## config.mk

```make
export PLATFORM = sky130hd
export DESIGN_NAME = seg7_scan_capture
export DESIGN_NICKNAME = d
export VERILOG_FILES = /design/src/rtl/seg7_pkg.sv /design/src/rtl/seg7_decode.sv /design/src/rtl/seg7_scan_capture.sv
export SDC_FILE = /design/constraint.sdc
export NUM_CORES = 1
export LEC_CHECK = 0
export ABC_AREA = 1
export CAP_MARGIN = 25
export CORE_ASPECT_RATIO = 0.75
export CORE_UTILIZATION = 50
export CTS_CLUSTER_SIZE = 40
export DETAILED_ROUTE_END_ITERATION = 6
export GPL_TIMING_DRIVEN = 0
export PLACE_DENSITY = 0.82
export SETUP_SLACK_MARGIN = 0.3
export SLEW_MARGIN = 40
export SYNTH_ARGS = -nofsm -noshare
export SYNTH_HDL_FRONTEND = slang
export SYNTH_SLANG_ARGS = --single-unit
```

## constraint.sdc

```tcl
create_clock -name clk -period 2.83 [get_ports clk]
set_input_delay 0.4245 -clock clk [delete_from_list [all_inputs] [get_ports clk]]
set_output_delay 0.4245 -clock clk [all_outputs]
set_load 0.03 [all_outputs]
```

## src/rtl/seg7_pkg.sv

```systemverilog
// Shared constants for the multiplexed 7-segment display: active-high segment
// patterns (bit 6 = a ... bit 0 = g), digit count and the capture FSM states.
package seg7_pkg;
  localparam int DIGITS = 4;

  localparam logic [6:0] SEG_0 = 7'b1111110;
  localparam logic [6:0] SEG_1 = 7'b0110000;
  localparam logic [6:0] SEG_2 = 7'b1101101;
  localparam logic [6:0] SEG_3 = 7'b1111001;
  localparam logic [6:0] SEG_4 = 7'b0110011;
  localparam logic [6:0] SEG_5 = 7'b1011011;
  localparam logic [6:0] SEG_6 = 7'b1011111;
  localparam logic [6:0] SEG_7 = 7'b1110000;
  localparam logic [6:0] SEG_8 = 7'b1111111;
  localparam logic [6:0] SEG_9 = 7'b1111011;
  localparam logic [6:0] SEG_A = 7'b1110111;
  localparam logic [6:0] SEG_B = 7'b0011111;
  localparam logic [6:0] SEG_C = 7'b1001110;
  localparam logic [6:0] SEG_D = 7'b0111101;
  localparam logic [6:0] SEG_E = 7'b1001111;
  localparam logic [6:0] SEG_F = 7'b1000111;

  typedef enum logic [1:0] {
    ST_IDLE   = 2'd0,
    ST_SETTLE = 2'd1,
    ST_HELD   = 2'd2
  } state_t;
endpackage

```

## src/rtl/seg7_decode.sv

```systemverilog
// Combinational segment-pattern to hex-nibble decoder; unknown patterns give 0 with err.
module seg7_decode
  import seg7_pkg::*;
(
  input  logic [6:0] seg,
  output logic [3:0] nibble,
  output logic       err
);

  // 1001111 is shared by C and E on the driver side; it resolves to E here.
  always_comb begin
    nibble = 4'h0;
    err    = 1'b0;
    case (seg)
      SEG_0:   nibble = 4'h0;
      SEG_1:   nibble = 4'h1;
      SEG_2:   nibble = 4'h2;
      SEG_3:   nibble = 4'h3;
      SEG_4:   nibble = 4'h4;
      SEG_5:   nibble = 4'h5;
      SEG_6:   nibble = 4'h6;
      SEG_7:   nibble = 4'h7;
      SEG_8:   nibble = 4'h8;
      SEG_9:   nibble = 4'h9;
      SEG_A:   nibble = 4'hA;
      SEG_B:   nibble = 4'hB;
      SEG_C:   nibble = 4'hC;
      SEG_D:   nibble = 4'hD;
      SEG_E:   nibble = 4'hE;
      SEG_F:   nibble = 4'hF;
      default: err    = 1'b1;
    endcase
  end

endmodule

```

## src/rtl/seg7_scan_capture.sv

```systemverilog
// Reconstructs the 16-bit value shown on a scanned 4-digit display bus.
// valid is a one-cycle pulse with no ready: hex/digit_err update on that edge and hold.
module seg7_scan_capture
  import seg7_pkg::*;
#(
  parameter int SETTLE    = 4,
  parameter int TIMEOUT_W = 22
) (
  input  logic                  clk,
  input  logic                  reset,
  input  logic [6:0]            a_to_g,
  input  logic [DIGITS-1:0]     an,
  output logic [4*DIGITS-1:0]   hex,
  output logic                  valid,
  output logic [DIGITS-1:0]     digit_err,
  output logic                  scan_err,
  output state_t                dbg_state
);

  localparam int CW = $clog2(SETTLE + 1);
  localparam logic [CW-1:0]        SETTLE_C = CW'(SETTLE);
  localparam logic [TIMEOUT_W-1:0] WD_MAX   = '1;

  logic [6:0]            seg_s1, seg_s2;
  logic [DIGITS-1:0]     an_s1, an_s2;
  state_t                state, state_n;
  logic [CW-1:0]         cnt, cnt_n;
  logic [DIGITS-1:0]     cur_an, cur_an_n;
  logic [DIGITS-1:0]     mask, mask_n;
  logic [4*DIGITS-1:0]   slot_hex, slot_hex_n;
  logic [DIGITS-1:0]     slot_err, slot_err_n;
  logic [TIMEOUT_W-1:0]  wd;
  logic                  an_onehot, sample, bad_an, complete, expire;
  logic [1:0]            idx;
  logic [3:0]            dec_nib;
  logic                  dec_err;

  always_ff @(posedge clk or posedge reset) begin
    if (reset) begin
      seg_s1 <= '0;
      seg_s2 <= '0;
      an_s1  <= '0;
      an_s2  <= '0;
    end else begin
      seg_s1 <= a_to_g;
      seg_s2 <= seg_s1;
      an_s1  <= an;
      an_s2  <= an_s1;
    end
  end

  seg7_decode u_decode (
    .seg    (seg_s2),
    .nibble (dec_nib),
    .err    (dec_err)
  );

  assign an_onehot = $onehot(an_s2);
  assign idx       = {an_s2[3] | an_s2[2], an_s2[3] | an_s2[1]};
  assign dbg_state = state;

  // cnt counts consecutive cycles the current one-hot anode has been seen,
  // including the cycle it first appeared.
  always_comb begin
    state_n  = state;
    cnt_n    = cnt;
    cur_an_n = cur_an;
    sample   = 1'b0;
    bad_an   = 1'b0;
    if (!an_onehot) begin
      bad_an  = (state != ST_IDLE);
      state_n = ST_IDLE;
      cnt_n   = '0;
    end else begin
      if (state == ST_IDLE || an_s2 != cur_an) begin
        cur_an_n = an_s2;
        cnt_n    = CW'(1);
        state_n  = ST_SETTLE;
      end else if (state == ST_SETTLE) begin
        cnt_n = cnt + 1'b1;
      end
      if (state_n == ST_SETTLE && cnt_n == SETTLE_C) begin
        sample  = 1'b1;
        state_n = ST_HELD;
      end
    end
  end

  always_comb begin
    slot_hex_n = slot_hex;
    slot_err_n = slot_err;
    mask_n     = mask;
    if (sample) begin
      slot_hex_n[{idx, 2'b00} +: 4] = dec_nib;
      slot_err_n[idx]               = dec_err;
      mask_n                        = mask | an_s2;
    end
  end

  assign complete = sample && (mask_n == '1);
  assign expire   = (mask != '0) && (wd == WD_MAX);

  // A watchdog expiry that coincides with frame completion is ignored.
  always_ff @(posedge clk or posedge reset) begin
    if (reset) begin
      state  <= ST_IDLE;
      cnt    <= '0;
      cur_an <= '0;
    end else if (expire && !complete) begin
      state  <= ST_IDLE;
      cnt    <= '0;
      cur_an <= cur_an_n;
    end else begin
      state  <= state_n;
      cnt    <= cnt_n;
      cur_an <= cur_an_n;
    end
  end

  always_ff @(posedge clk or posedge reset) begin
    if (reset) begin
      slot_hex  <= '0;
      slot_err  <= '0;
      mask      <= '0;
      wd        <= '0;
      hex       <= '0;
      digit_err <= '0;
      valid     <= 1'b0;
      scan_err  <= 1'b0;
    end else begin
      valid    <= 1'b0;
      scan_err <= 1'b0;
      slot_hex <= slot_hex_n;
      slot_err <= slot_err_n;
      if (complete) begin
        hex       <= slot_hex_n;
        digit_err <= slot_err_n;
        valid     <= 1'b1;
        mask      <= '0;
        wd        <= '0;
      end else if (bad_an || expire) begin
        scan_err <= 1'b1;
        mask     <= '0;
        wd       <= '0;
      end else begin
        mask <= mask_n;
        wd   <= (mask != '0) ? wd + 1'b1 : '0;
      end
    end
  end

endmodule

```

==> Implementation_results.wiki <==
{| class="wikitable"
! Metric !! Value
|-
| Slew Limit Headroom || 0.611
|-
| Number of H-tree levels || 3
|-
| Global-route total usage across every layer || 0.271
|-
| Wire length of the first global-routing pass || 21000 µm
|-
| Class of the worst hold path || reg -> reg
|-
| Upper clock frequency limit || 368 MHz
|-
| Sequential-to-total area share from yosys stat || 0.504
|-
| Count of endpoints failing hold in the final timing report || 0
|-
| Areal power density over the cells || 491 mW/mm²
|-
| Number of diodes || 0
|-
| Multiplexer share of the synthesized area || 0
|-
| Average wire per standard cell || 16.1 µm
|-
| Post-DP HPWL || 8170 µm
|-
| Number of top-level pins || 37
|-
| Worst Clk Skew || 0.00589 ns
|-
| Footprint of the multi-input gates || 0.00239 mm²
|-
| Adder-cell share of the synthesized area || 0.0244
|-
| Antenna viol nets, final || 0
|-
| Fraction of layout cells with a size suffix above 1 || 0.259
|-
| Final-layout setup total negative slack || 0 ns
|-
| Leftover overflow at the end of global routing || 0
|-
| Synth-to-Final Area Change || 30.7%
|-
| Count of state elements after synthesis || 99
|-
| Synthesized-area fraction occupied by xor and xnor cells || 0.0214
|-
| Clock insertion delay at the later pin of the skew report || 0.35 ns
|-
| Average via count per standard cell || 5.47
|-
| Post-Route Utilization || 0.691
|-
| Number of global-route vias before repair || 4360
|-
| Critical path endpoint category || flop
|-
| Worst vdd ir || 0.000287 V
|-
| Synthesized instance count || 601
|-
| Area of the core || 0.00931 mm²
|-
| Count of flip-flops with a built-in enable after synthesis || 0
|-
| Die Ht || 87.9 µm
|-
| Transition at the pin with the smallest max-transition slack || 0.580 ns
|-
| Syn_area_per_cell || 8.18 µm²
|-
| Yosys warns || 0
|-
| Clk Tree Root Cell || sky130_fd_sc_hd__clkbuf_16
|-
| Clock Tree Buf Depth || 2
|-
| Initial DRT Pass Iterations || 5
|-
| Clock Pin Slew Worst Setup and Hold Paths || 0.07 ns
|-
| Final setup vio count || 0
|-
| Number of violations of the max-capacitance limit || 0
|-
| Largest fanout on the critical path || 5
|-
| Lkg Pwr || 3.01 nW
|-
| Worst Setup Path Type || reg -> reg
|-
| Vias || 4467
|-
| Effective utilization at floorplan || 0.528
|-
| Post-route worst setup slack || 0.115 ns
|-
| Width of the die || 117 µm
|-
| Number of hold buffers added after CTS || 0
|-
| Largest net degree at the start of global routing || 28
|-
| Floorplan row count || 30
|-
| Layout filler cell count || 704
|-
| Post-synthesis share of cell area spent on and, or, nand and nor gates || 0.319
|-
| Top_reg_cell synth || sky130_fd_sc_hd__dfrtp_1
|-
| Remaining design rule violation count || 0
|-
| Data arrival at the endpoint of the critical path || 2.96 ns
|-
| Post-place setup slack || -0.109 ns
|-
| Die area || 0.0102 mm²
|-
| Final Net Count || 705
|-
| Critical Path RT || 3.07 ns
|-
| Period Utilization, post-route || 0.959
|-
| Cell Area, Synth || 0.00492 mm²
|-
| Buffers added on ports || 36
|-
| Total wire length after detailed routing || 13100 µm
|-
| CTS tree || built
|-
| Outcome || finished, final reports clean
|-
| Post-Syn Nets || 623
|-
| Number of antenna violations at the first check in global routing || 0
|-
| Main combinational cell family by area after synthesis || simple AND/OR/NAND/NOR gates
|-
| Total clock sinks || 99
|-
| Num CTS Buffers || 9
|-
| Ys async rst share || 1.00
|-
| Sort of element at the start of the critical path || flop
|-
| RSZ-0062 raised after global routing || yes
|-
| 1st-iter DRT viols || 425
|-
| Library cells used by synthesis || 35
|-
| Number of max-slew violations in the final report || 0
|-
| Cell total after placement || 768
|-
| Register Area || 0.00248 mm²
|-
| Total power consumption of the routed design || 3.16 mW
|-
| Share of the synthesized area in compound gates (AO/OA/AOI/OAI) || 0.0712
|-
| Shortest period the worst path allows || 2.71 ns
|-
| GPL Wtd Cong || 0.946
|-
| Number of non-filler instances in the completed layout || 816
|}
cell type report:
type                       count  area share
buffer                        12      0.0173
clock buffer                  13      0.0405
clock inverter                 3     0.00720
inverter                      58      0.0350
multi-input combinational    432       0.371
sequential                    99       0.385
tap                          128      0.0249
timing repair buffer          71       0.118
flip-flops by register name, summed over array words and instances (netlist names), 4 cells and up:
signal / flops
an_s1: 4
an_s2: 4
cur_an: 4
digit_err: 4
hex: 16
mask: 4
seg_s1: 7
seg_s2: 7
slot_err: 4
slot_hex: 16
wd: 22
report_power, final:
group          switching (mW)  internal, mW  leakage, nW
clock network           0.527         0.736        0.146
registers              0.0432          1.47         1.32
logic                   0.242         0.140         1.54
total                   0.813          2.34         3.01
cells in the mapped netlist, types with 5 or more instances:
cell type | instances | area share
sky130_fd_sc_hd__inv_1 | 52 | 0.040
sky130_fd_sc_hd__a21oi_1 | 13 | 0.013
sky130_fd_sc_hd__ha_1 | 8 | 0.020
sky130_fd_sc_hd__a21oi_2 | 20 | 0.036
sky130_fd_sc_hd__inv_2 | 5 | 0.0038
sky130_fd_sc_hd__nor3_1 | 7 | 0.0071
sky130_fd_sc_hd__nor2_1 | 68 | 0.052
sky130_fd_sc_hd__nand3_1 | 31 | 0.032
sky130_fd_sc_hd__o21ai_0 | 12 | 0.012
sky130_fd_sc_hd__xor2_1 | 9 | 0.016
sky130_fd_sc_hd__dfrtp_1 | 99 | 0.50
sky130_fd_sc_hd__nand4_1 | 19 | 0.024
sky130_fd_sc_hd__nand2_1 | 213 | 0.16
critical path, stage by stage, from the launching register on:
cell and delay [ns]:
sky130_fd_sc_hd__dfrtp_1 0.39, sky130_fd_sc_hd__inv_2 0.06, sky130_fd_sc_hd__fa_1 0.55, sky130_fd_sc_hd__inv_2 0.05, sky130_fd_sc_hd__ha_4 0.15, sky130_fd_sc_hd__ha_4 0.21, sky130_fd_sc_hd__nor2_4 0.08, sky130_fd_sc_hd__nand2_2 0.08
sky130_fd_sc_hd__inv_4 0.08, sky130_fd_sc_hd__nand4_1 0.11, sky130_fd_sc_hd__nand2_2 0.16, sky130_fd_sc_hd__buf_6 0.13, sky130_fd_sc_hd__nand4_4 0.22, sky130_fd_sc_hd__clkbuf_16 0.24, sky130_fd_sc_hd__nand2_2 0.05, sky130_fd_sc_hd__nand2_1 0.05
timing repair:
item | in CTS | in global routing
setup endpoints to repair | 71 | 72
pin swaps | 24 | 22
setup buffers | 20 | 6
cloned | 5 | 1
resized for setup | 70 | 40
final timing paths:
| path | slack, ns | startpoint | cells after the start | endpoint |
|---|---|---|---|---|
| worst max-delay path | 0.12 | an_s2[0]$_DFF_PP0_ | 15 | digit_err[2]$_DFFE_PP0N_ |
| worst min-delay path | 0.35 | an_s1[2]$_DFF_PP0_ | 0 | an_s2[2]$_DFF_PP0_ |
| worst max register to register | 0.12 | an_s2[0]$_DFF_PP0_ | 15 | digit_err[2]$_DFFE_PP0N_ |
| worst min register to register | 0.35 | an_s1[2]$_DFF_PP0_ | 0 | an_s2[2]$_DFF_PP0_ |
| max in group asynchronous | 1.63 | reset | 4 | an_s2[3]$_DFF_PP0_ |
| min in group asynchronous | 0.48 | reset | 2 | valid$_DFF_PP0_ |
per-layer routing:
layer  vias to the layer above  routed length (µm)  track usage
li1                       2062                   -            -
met1                      2188                5850        0.369
met2                       180                6090        0.436
met3                        37                 822       0.0554
met4                         0                 352       0.0862
met5                         -                   0            0
cells in the final DEF, fill, tap and decap left out, drive strengths merged:
cell type | netlist | final
or2 | 2 | 2
clkinv | 1 | 2
dfrtp | 99 | 99
nand3 | 34 | 34
and2 | 1 | 1
nor3b | 3 | 3
clkdlybuf4s50 | 0 | 36
fa | 1 | 1
nor3 | 9 | 9
nand4 | 20 | 20
a21oi | 34 | 34
buf | 8 | 42
ha | 8 | 8
clkbuf | 4 | 18
nor2 | 76 | 76
o31ai | 1 | 1
nand2 | 214 | 214
bufinv | 0 | 1
o21ai | 15 | 15
xnor2 | 3 | 3
nand3b | 1 | 1
a21o | 1 | 1
clkinvlp | 0 | 2
xor2 | 9 | 9
inv | 57 | 56
logic make-up (layout without fill, tap and decap cells):
kind of cell | count (synthesis) | count (layout)
compound gates | 51 | 51
xor+xnor | 12 | 12
fa+ha+maj | 9 | 9
buf+inv | 70 | 157
flops | 99 | 99
simple gates | 360 | 360
metrics by stage:
step / cell area, µm² / hold WS (ns)
after floorplan: 4950 / 0.331
after global placement: 5470 / 0.334
after detailed placement: 5530 / 0.337
after CTS: 6230 / 0.350
after global routing: 6430 / 0.358
final: 6430 / 0.349
Power figures use the tool's default switching activity.
